## src/rtl/comp_status_pkg.sv

```systemverilog
// Shared definitions for the computer-occupancy status path.
//   N_COMPS_DEF  : default number of computer status lines
//   DEBOUNCE_DEF : default number of stable synchronised cycles before a level is accepted
//   COMP_FREE / COMP_BUSY : line encoding (1 = free, 0 = busy)
//   comp_vec_t   : status vector of N_COMPS_DEF bits
package comp_status_pkg;

  localparam int unsigned N_COMPS_DEF  = 5;
  localparam int unsigned DEBOUNCE_DEF = 4;

  localparam logic COMP_FREE = 1'b1;
  localparam logic COMP_BUSY = 1'b0;

  typedef logic [N_COMPS_DEF-1:0] comp_vec_t;

endpackage

```

## src/rtl/comp_debounce_bit.sv

```systemverilog
// One status line: two-flop synchroniser, persistence counter and output flop.
// Ports:
//   clk     : system clock, rising edge
//   rst     : synchronous active-high reset
//   raw_i   : asynchronous raw status line
//   level_o : debounced, registered level
//   upd_o   : high when level_o takes a new value at the coming clock edge
module comp_debounce_bit
  import comp_status_pkg::*;
#(
  parameter int unsigned DEBOUNCE_CYCLES = DEBOUNCE_DEF
) (
  input  logic clk,
  input  logic rst,
  input  logic raw_i,
  output logic level_o,
  output logic upd_o
);

  localparam int unsigned CNT_W = $clog2(DEBOUNCE_CYCLES + 1);
  localparam logic [CNT_W-1:0] CNT_LAST = CNT_W'(DEBOUNCE_CYCLES - 1);

  logic             sync1_q, sync2_q;
  logic             level_q, level_d;
  logic [CNT_W-1:0] cnt_q, cnt_d;
  logic             upd;

  // The count tracks how many consecutive synchronised cycles have
  // disagreed with the accepted level; any agreement restarts it.
  always_comb begin
    level_d = level_q;
    cnt_d   = cnt_q;
    upd     = 1'b0;
    if (sync2_q == level_q) begin
      cnt_d = '0;
    end else if (cnt_q == CNT_LAST) begin
      level_d = sync2_q;
      cnt_d   = '0;
      upd     = 1'b1;
    end else begin
      cnt_d = cnt_q + 1'b1;
    end
  end

  always_ff @(posedge clk) begin
    if (rst) begin
      sync1_q <= COMP_FREE;
      sync2_q <= COMP_FREE;
      level_q <= COMP_FREE;
      cnt_q   <= '0;
    end else begin
      sync1_q <= raw_i;
      sync2_q <= sync1_q;
      level_q <= level_d;
      cnt_q   <= cnt_d;
    end
  end

  assign level_o = level_q;
  assign upd_o   = upd;

endmodule

```

## src/rtl/comp_status_debouncer.sv

```systemverilog
// Debounces the raw per-computer status lines into a clean registered vector
// for the seven-segment occupancy decoder, plus a change strobe and busy count.
// Ports:
//   clk        : system clock, rising edge
//   rst        : synchronous active-high reset
//   raw_comps  : asynchronous status lines (0 = busy, 1 = free)
//   comps      : debounced registered status vector, same encoding
//   changed    : one-cycle pulse in the cycle after any comps bit updated
//   busy_count : number of busy (0) bits in comps
module comp_status_debouncer
  import comp_status_pkg::*;
#(
  parameter int unsigned N_COMPS         = N_COMPS_DEF,
  parameter int unsigned DEBOUNCE_CYCLES = DEBOUNCE_DEF
) (
  input  logic               clk,
  input  logic               rst,
  input  logic [N_COMPS-1:0] raw_comps,
  output logic [N_COMPS-1:0] comps,
  output logic               changed,
  output logic [2:0]         busy_count
);

  logic [N_COMPS-1:0] upd;
  logic               changed_q;
  logic [2:0]         busy_d;

  genvar gi;
  generate
    for (gi = 0; gi < int'(N_COMPS); gi++) begin : g_bit
      comp_debounce_bit #(
        .DEBOUNCE_CYCLES(DEBOUNCE_CYCLES)
      ) u_bit (
        .clk    (clk),
        .rst    (rst),
        .raw_i  (raw_comps[gi]),
        .level_o(comps[gi]),
        .upd_o  (upd[gi])
      );
    end
  endgenerate

  // A single strobe covers any number of bits updating on the same edge.
  always_ff @(posedge clk) begin
    if (rst) begin
      changed_q <= 1'b0;
    end else begin
      changed_q <= |upd;
    end
  end

  assign changed = changed_q;

  always_comb begin
    busy_d = '0;
    for (int i = 0; i < int'(N_COMPS); i++) begin
      if (comps[i] == COMP_BUSY) begin
        busy_d = busy_d + 3'd1;
      end
    end
  end

  assign busy_count = busy_d;

endmodule
```

## config.mk

```make
export PLATFORM = sky130hd
export DESIGN_NAME = comp_status_debouncer
export DESIGN_NICKNAME = d
export VERILOG_FILES = /design/src/rtl/comp_status_pkg.sv /design/src/rtl/comp_debounce_bit.sv /design/src/rtl/comp_status_debouncer.sv
export SDC_FILE = /design/constraint.sdc
export NUM_CORES = 1
export LEC_CHECK = 0
export ABC_AREA = 1
export CAP_MARGIN = 0
export CORE_ASPECT_RATIO = 0.6
export CORE_MARGIN = 8
export CORE_UTILIZATION = 40
export DETAILED_ROUTE_END_ITERATION = 16
export HOLD_SLACK_MARGIN = 0.15
export SETUP_SLACK_MARGIN = 0.02
export SYNTH_ARGS = -nofsm -noshare
export SYNTH_HDL_FRONTEND = slang
export SYNTH_SLANG_ARGS = --single-unit
```

## constraint.sdc

```tcl
create_clock -name clk -period 2.9 [get_ports clk]
set_clock_uncertainty 0.2 [all_clocks]
set_input_delay 0.435 -clock clk [delete_from_list [all_inputs] [get_ports clk]]
set_output_delay 0.435 -clock clk [all_outputs]
set_load 0.05 [all_outputs]
```

# Yosys cells after proc, flatten, opt, wreduce, memory -nomap -nowiden
# Cells that the tools add are included.
# classes
n_reduce_logical	11
mux	15
n_bitwise	5
n_eq_ne	10
addsub	9
# ops
operator	count
3-bit by 1-bit adder with 3-bit output (second input constant)	9
3-bit by 2-bit equality test with 1-bit output (second input constant)	5
3-bit OR reduction	5
3-bit 2-to-1 mux	4
1-bit 2-to-1 mux	11
2-bit AND reduction	5
1-bit equality test	5
1-bit inverter	5
5-bit OR reduction	1
# totals
out_inout_bits	9
regBits	31
word_cells	71
in_bits	7

# Depth between registers and ports, before layout
# depth
depth_word	9
mapped_depth	14
ltp_nobuf	14

# Cells and area by module
# A second synthesis with hierarchy kept.
# hier_totals
cells_unflattened	168
hier_area_um2	1422.6
# by_module_without_submodules
module	seq_area_each_um2	area_per_inst_um2	n_inst	cells_per_inst
comp_debounce_bit	120.1	227.7	5	24
comp_status_debouncer	20.0	284.0	1	48

# Worst setup path before layout
# OpenSTA, ideal clock, no wires.
# synth_timing
kind	reg2out
start	reg g_bit[0].u_bit.level_q
end	out busy_count[1]
n_path_buf	0
t_arrival_ns	2.442
required_ns	2.265
stages_incl_launch_ff	13
setup_slack_ns	-0.177
cell_sequence	dfxtp_1 -> inv_2 -> ha_1 -> inv_1 -> nand2_1 -> nand2_2 -> clkinv_2 -> ha_1 -> nand2_1 -> nand2_1 -> ha_1 -> nor2_1 -> a31oi_1
# synth_between
elab_chain_cells	9
# synth_lines
item	line	rtl
start: declaration	comp_debounce_bit.sv:24	logic level_q, level_d;
start signal: assignment	comp_debounce_bit.sv:54	level_q <= level_d;
1-bit 2-to-1 mux (*)	comp_status_debouncer.sv:57	if (comps[i] == COMP_BUSY) begin
3-bit by 1-bit adder with 3-bit output	comp_status_debouncer.sv:58	busy_d = busy_d + 3'd1;
3-bit 2-to-1 mux (*)	comp_status_debouncer.sv:57	
3-bit by 1-bit adder with 3-bit output	comp_status_debouncer.sv:58	
3-bit 2-to-1 mux (*)	comp_status_debouncer.sv:57	
3-bit by 1-bit adder with 3-bit output	comp_status_debouncer.sv:58	
3-bit 2-to-1 mux (*)	comp_status_debouncer.sv:57	
3-bit by 1-bit adder with 3-bit output	comp_status_debouncer.sv:58	
3-bit 2-to-1 mux (*)	comp_status_debouncer.sv:57	
end: declaration	comp_status_debouncer.sv:21	output logic [2:0] busy_count
# Every way passes the cells marked *; elsewhere a longest branch is shown, timed or not.

# Final worst setup path
# layout_timing
start	reg g_bit[1].u_bit.level_q
end	out busy_count[1]
# layout_between
elab_chain_cells	7
# layout_lines
item	line
start: declaration	comp_debounce_bit.sv:24
start signal: assignment	comp_debounce_bit.sv:54
3-bit 2-to-1 mux (*)	comp_status_debouncer.sv:57
3-bit by 1-bit adder with 3-bit output	comp_status_debouncer.sv:58
3-bit 2-to-1 mux (*)	comp_status_debouncer.sv:57
3-bit by 1-bit adder with 3-bit output	comp_status_debouncer.sv:58
3-bit 2-to-1 mux (*)	comp_status_debouncer.sv:57
3-bit by 1-bit adder with 3-bit output	comp_status_debouncer.sv:58
3-bit 2-to-1 mux (*)	comp_status_debouncer.sv:57
# Marks and branches as above.

==> impl_metrics.ini <==
[layout]
fin_cells = 230
n_antenna_cell = 0
nets = 205
syn_to_final_growth_pct = 31.4
drive_gt1_share_pct = 20.5
fillerInstances = 297
utilization_pct = 54.1

[routing]
via_per_inst = 4.29
drt_wl_total_um = 2330
first_pass_iters = 4
via_count = 986
first_iter_violations = 16
wl_per_cell_um = 10.1
drcViolationCount = 0
ant_nets = 0

[setup_path]
worst_ep_arrival_time_ns = 2.14
cp-start-kind = flip-flop
path_class = reg -> out
crit_chain = inv_2, ha_4, nand2_1, nand2_2, inv_4, ha_4, nand2_4, nand2_4, ha_4, nor2_1, a31oi_2, buf_12
cpMostUsedCell = ha_4
worst-path-buf-inv = 3
slowest_stage = dfxtp_2
crit_required_ns = 2.27
cp_num_cells = 12
reg2reg_from = g_bit[1].u_bit.cnt_q[0]$_SDFF_PP0_
rrSetupSlack_ns = 1.53
worstSetupEndpoint = busy_count[1]
r2r_end = changed$_SDFF_PP0_
critPathLaunch = g_bit[1].u_bit.level_o$_SDFFE_PP1P_
crit_path_end_kind = output port
r2r_cells = 6
cp_max_fo = 3
slowest_delay_ns = 0.34
path_delay_family = adder cells

[clock_tree]
clock-root-buffer = clkbuf_8
cts_tree = yes
clock_latency_ns = 0.27
clock_path_buffers = 2
clkSinkCount = 31
cts_buffers = 5
cts.clk_slew.worst_paths_ns = 0.06
htree_levels = 2

[timing]
rsz0062_at_grt = no
period_share_pct = 95.5
max_freq_mhz = 361
tightestPinTransition_ns = 0.647
fin_crit_ns = 2.77
finalSetupViolCount = 0
hold_viol_final = 0
maxSlewViolCount = 0
slew_headroom_pct = 56.7
fin_tns_setup_ns = 0

[global_route]
grt.overflow.total = 0
antenna_found_initial = 0
grt_max_degree = 22
grt_usage_pct = 9.53
grt_pass1_vias = 969
grt_pass1_wl_um = 4020

[floorplan]
coreArea_mm2 = 0.00322
row_count = 16
chipWidth_um = 90.4
ioPinCount = 16
floorplan.initialDensity_pct = 41.2
dieArea_mm2 = 0.00548
die_h_um = 60.6

[min_path]
min_path_type = reg -> reg
hold_start = g_bit[3].u_bit.sync1_q$_SDFF_PP1_
hold_depth = 1

[pwr]
vdd.ir_drop.worst_mv = 0.334
leakagePower_uw = 0.000818
power_density_mw_per_mm2 = 475

[synthesis]
synth_cells = 161
synth_area_leader_cell = dfxtp_1
yosys.cell_types.count = 18
yosys_warnings = 0
synth_area_mm2 = 0.00133
netlist.area_leader.share_pct = 46.7
avgSynthCellArea_um2 = 8.25
synth_seq_cells = 31
synth_fp_nets = 182
ys_seq_area_share_pct = 46.7
synth_area_leaders = dfxtp_1 (47%), ha_1 (13%), nand2_1 (6.5%), nor2_1 (6.5%), or2_1 (5.7%)

[placement]
dp_hpwl_um = 1680
port_buffers = 15
gp_congestion = 0.773
placed_cells = 214

[job]
max-cap-violations = 0

[status]
outcome = completed
-- placed cells by master, fill, tap and decap left out --
master / count
inv_1: 16
clkbuf_1: 1
nor2_1: 23
a31oi_2: 1
or2_1: 12
clkbuf_8: 7
dfxtp_1: 29
a21oi_1: 5
buf_4: 9
nand2_1: 20
inv_4: 1
ha_4: 3
ha_2: 1
dfxtp_2: 2
inv_2: 5
ha_1: 10
xor2_1: 1
clkdlybuf4s50_1: 12
o21ai_0: 5
buf_12: 2
nand2_4: 2
nand3_1: 13
nand2_2: 4
o21ai_4: 1
-- cell type report --
| class | count | area, um^2 | area share, % |
|---|---|---|---|
| Multi-Input combinational cell | 101 | 652 | 37.4 |
| Sequential cell | 31 | 623 | 35.7 |
| Timing Repair Buffer | 23 | 228 | 13.1 |
| Clock buffer | 8 | 100 | 5.74 |
| Inverter | 22 | 85.1 | 4.88 |
| Tap cell | 45 | 56.3 | 3.23 |
-- cell families (layout without fill, tap and decap cells) --
group	count (synthesis)	after routing	share of synthesized area, %
adder cells (fa/ha/maj)	14	14	13.2
XOR/XNOR	1	1	0.660
buffers and inverters	29	53	9.80
AND/OR/NAND/NOR	74	74	25.0
AO/OA/AOI/OAI	12	12	4.62
flip-flops	31	31	46.7
-- what timing repair did --
item / 4_1_cts / 5_1_grt
hold buffers: 0 / 0
setup buffers: 3 / 5
gates cloned: 0 / 0
pin swaps: 2 / 3
gates resized for setup: 6 / 9
endpoints found under the setup margin: 2 / 2
-- routing by layer --
metal	GRT usage, %	wire length, um	vias to the layer above
li1	-	-	542
met1	9.37	1050	422
met2	16.1	1080	17
met3	4.32	159	5
met4	7.51	38	0
met5	0	0	-
-- where the power goes --
part           switching (uW)  internal (uW)
clock network             147            216
logic                    12.0           14.2
registers                3.69            435
total                     163            665
-- registers in the layout, indices dropped and copies added (netlist names) --
| register | count |
|---|---|
| g_bit.u_bit.cnt_q | 15 |
| g_bit.u_bit.level_o | 5 |
| g_bit.u_bit.sync1_q | 5 |
| g_bit.u_bit.sync2_q | 5 |
| changed | 1 |
-- synth_stat cells --
library cell,count
inv_2,4
nor2_1,23
o21ai_1,1
a21oi_1,5
clkinv_2,1
buf_4,5
ha_1,14
inv_1,17
buf_2,1
nand2_1,23
nand2_2,3
xor2_1,1
a31oi_1,1
o21ai_0,5
clkbuf_1,1
nand3_1,13
or2_1,12
dfxtp_1,31
-- worst min path at each step --
stage | endpoint
floorplan | g_bit[0].u_bit.sync2_q$_SDFF_PP1_
global placement | g_bit[1].u_bit.sync2_q$_SDFF_PP1_
detailed placement | g_bit[1].u_bit.sync2_q$_SDFF_PP1_
CTS | g_bit[1].u_bit.sync2_q$_SDFF_PP1_
global route | g_bit[3].u_bit.sync2_q$_SDFF_PP1_
finish | g_bit[3].u_bit.sync2_q$_SDFF_PP1_
-- stage by stage --
step	cell area [um^2]	power [uW]	hold slack [ns]	setup slack (ns)
finish	1740	828	0.201	0.129
global route	1740	868	0.214	0.0186
global placement	1510	472	0.186	0.188
CTS	1670	842	0.204	0.0620
detailed placement	1510	474	0.189	0.109
floorplan	1330	462	0.183	0.0750
Power figures use the tool's default switching activity.
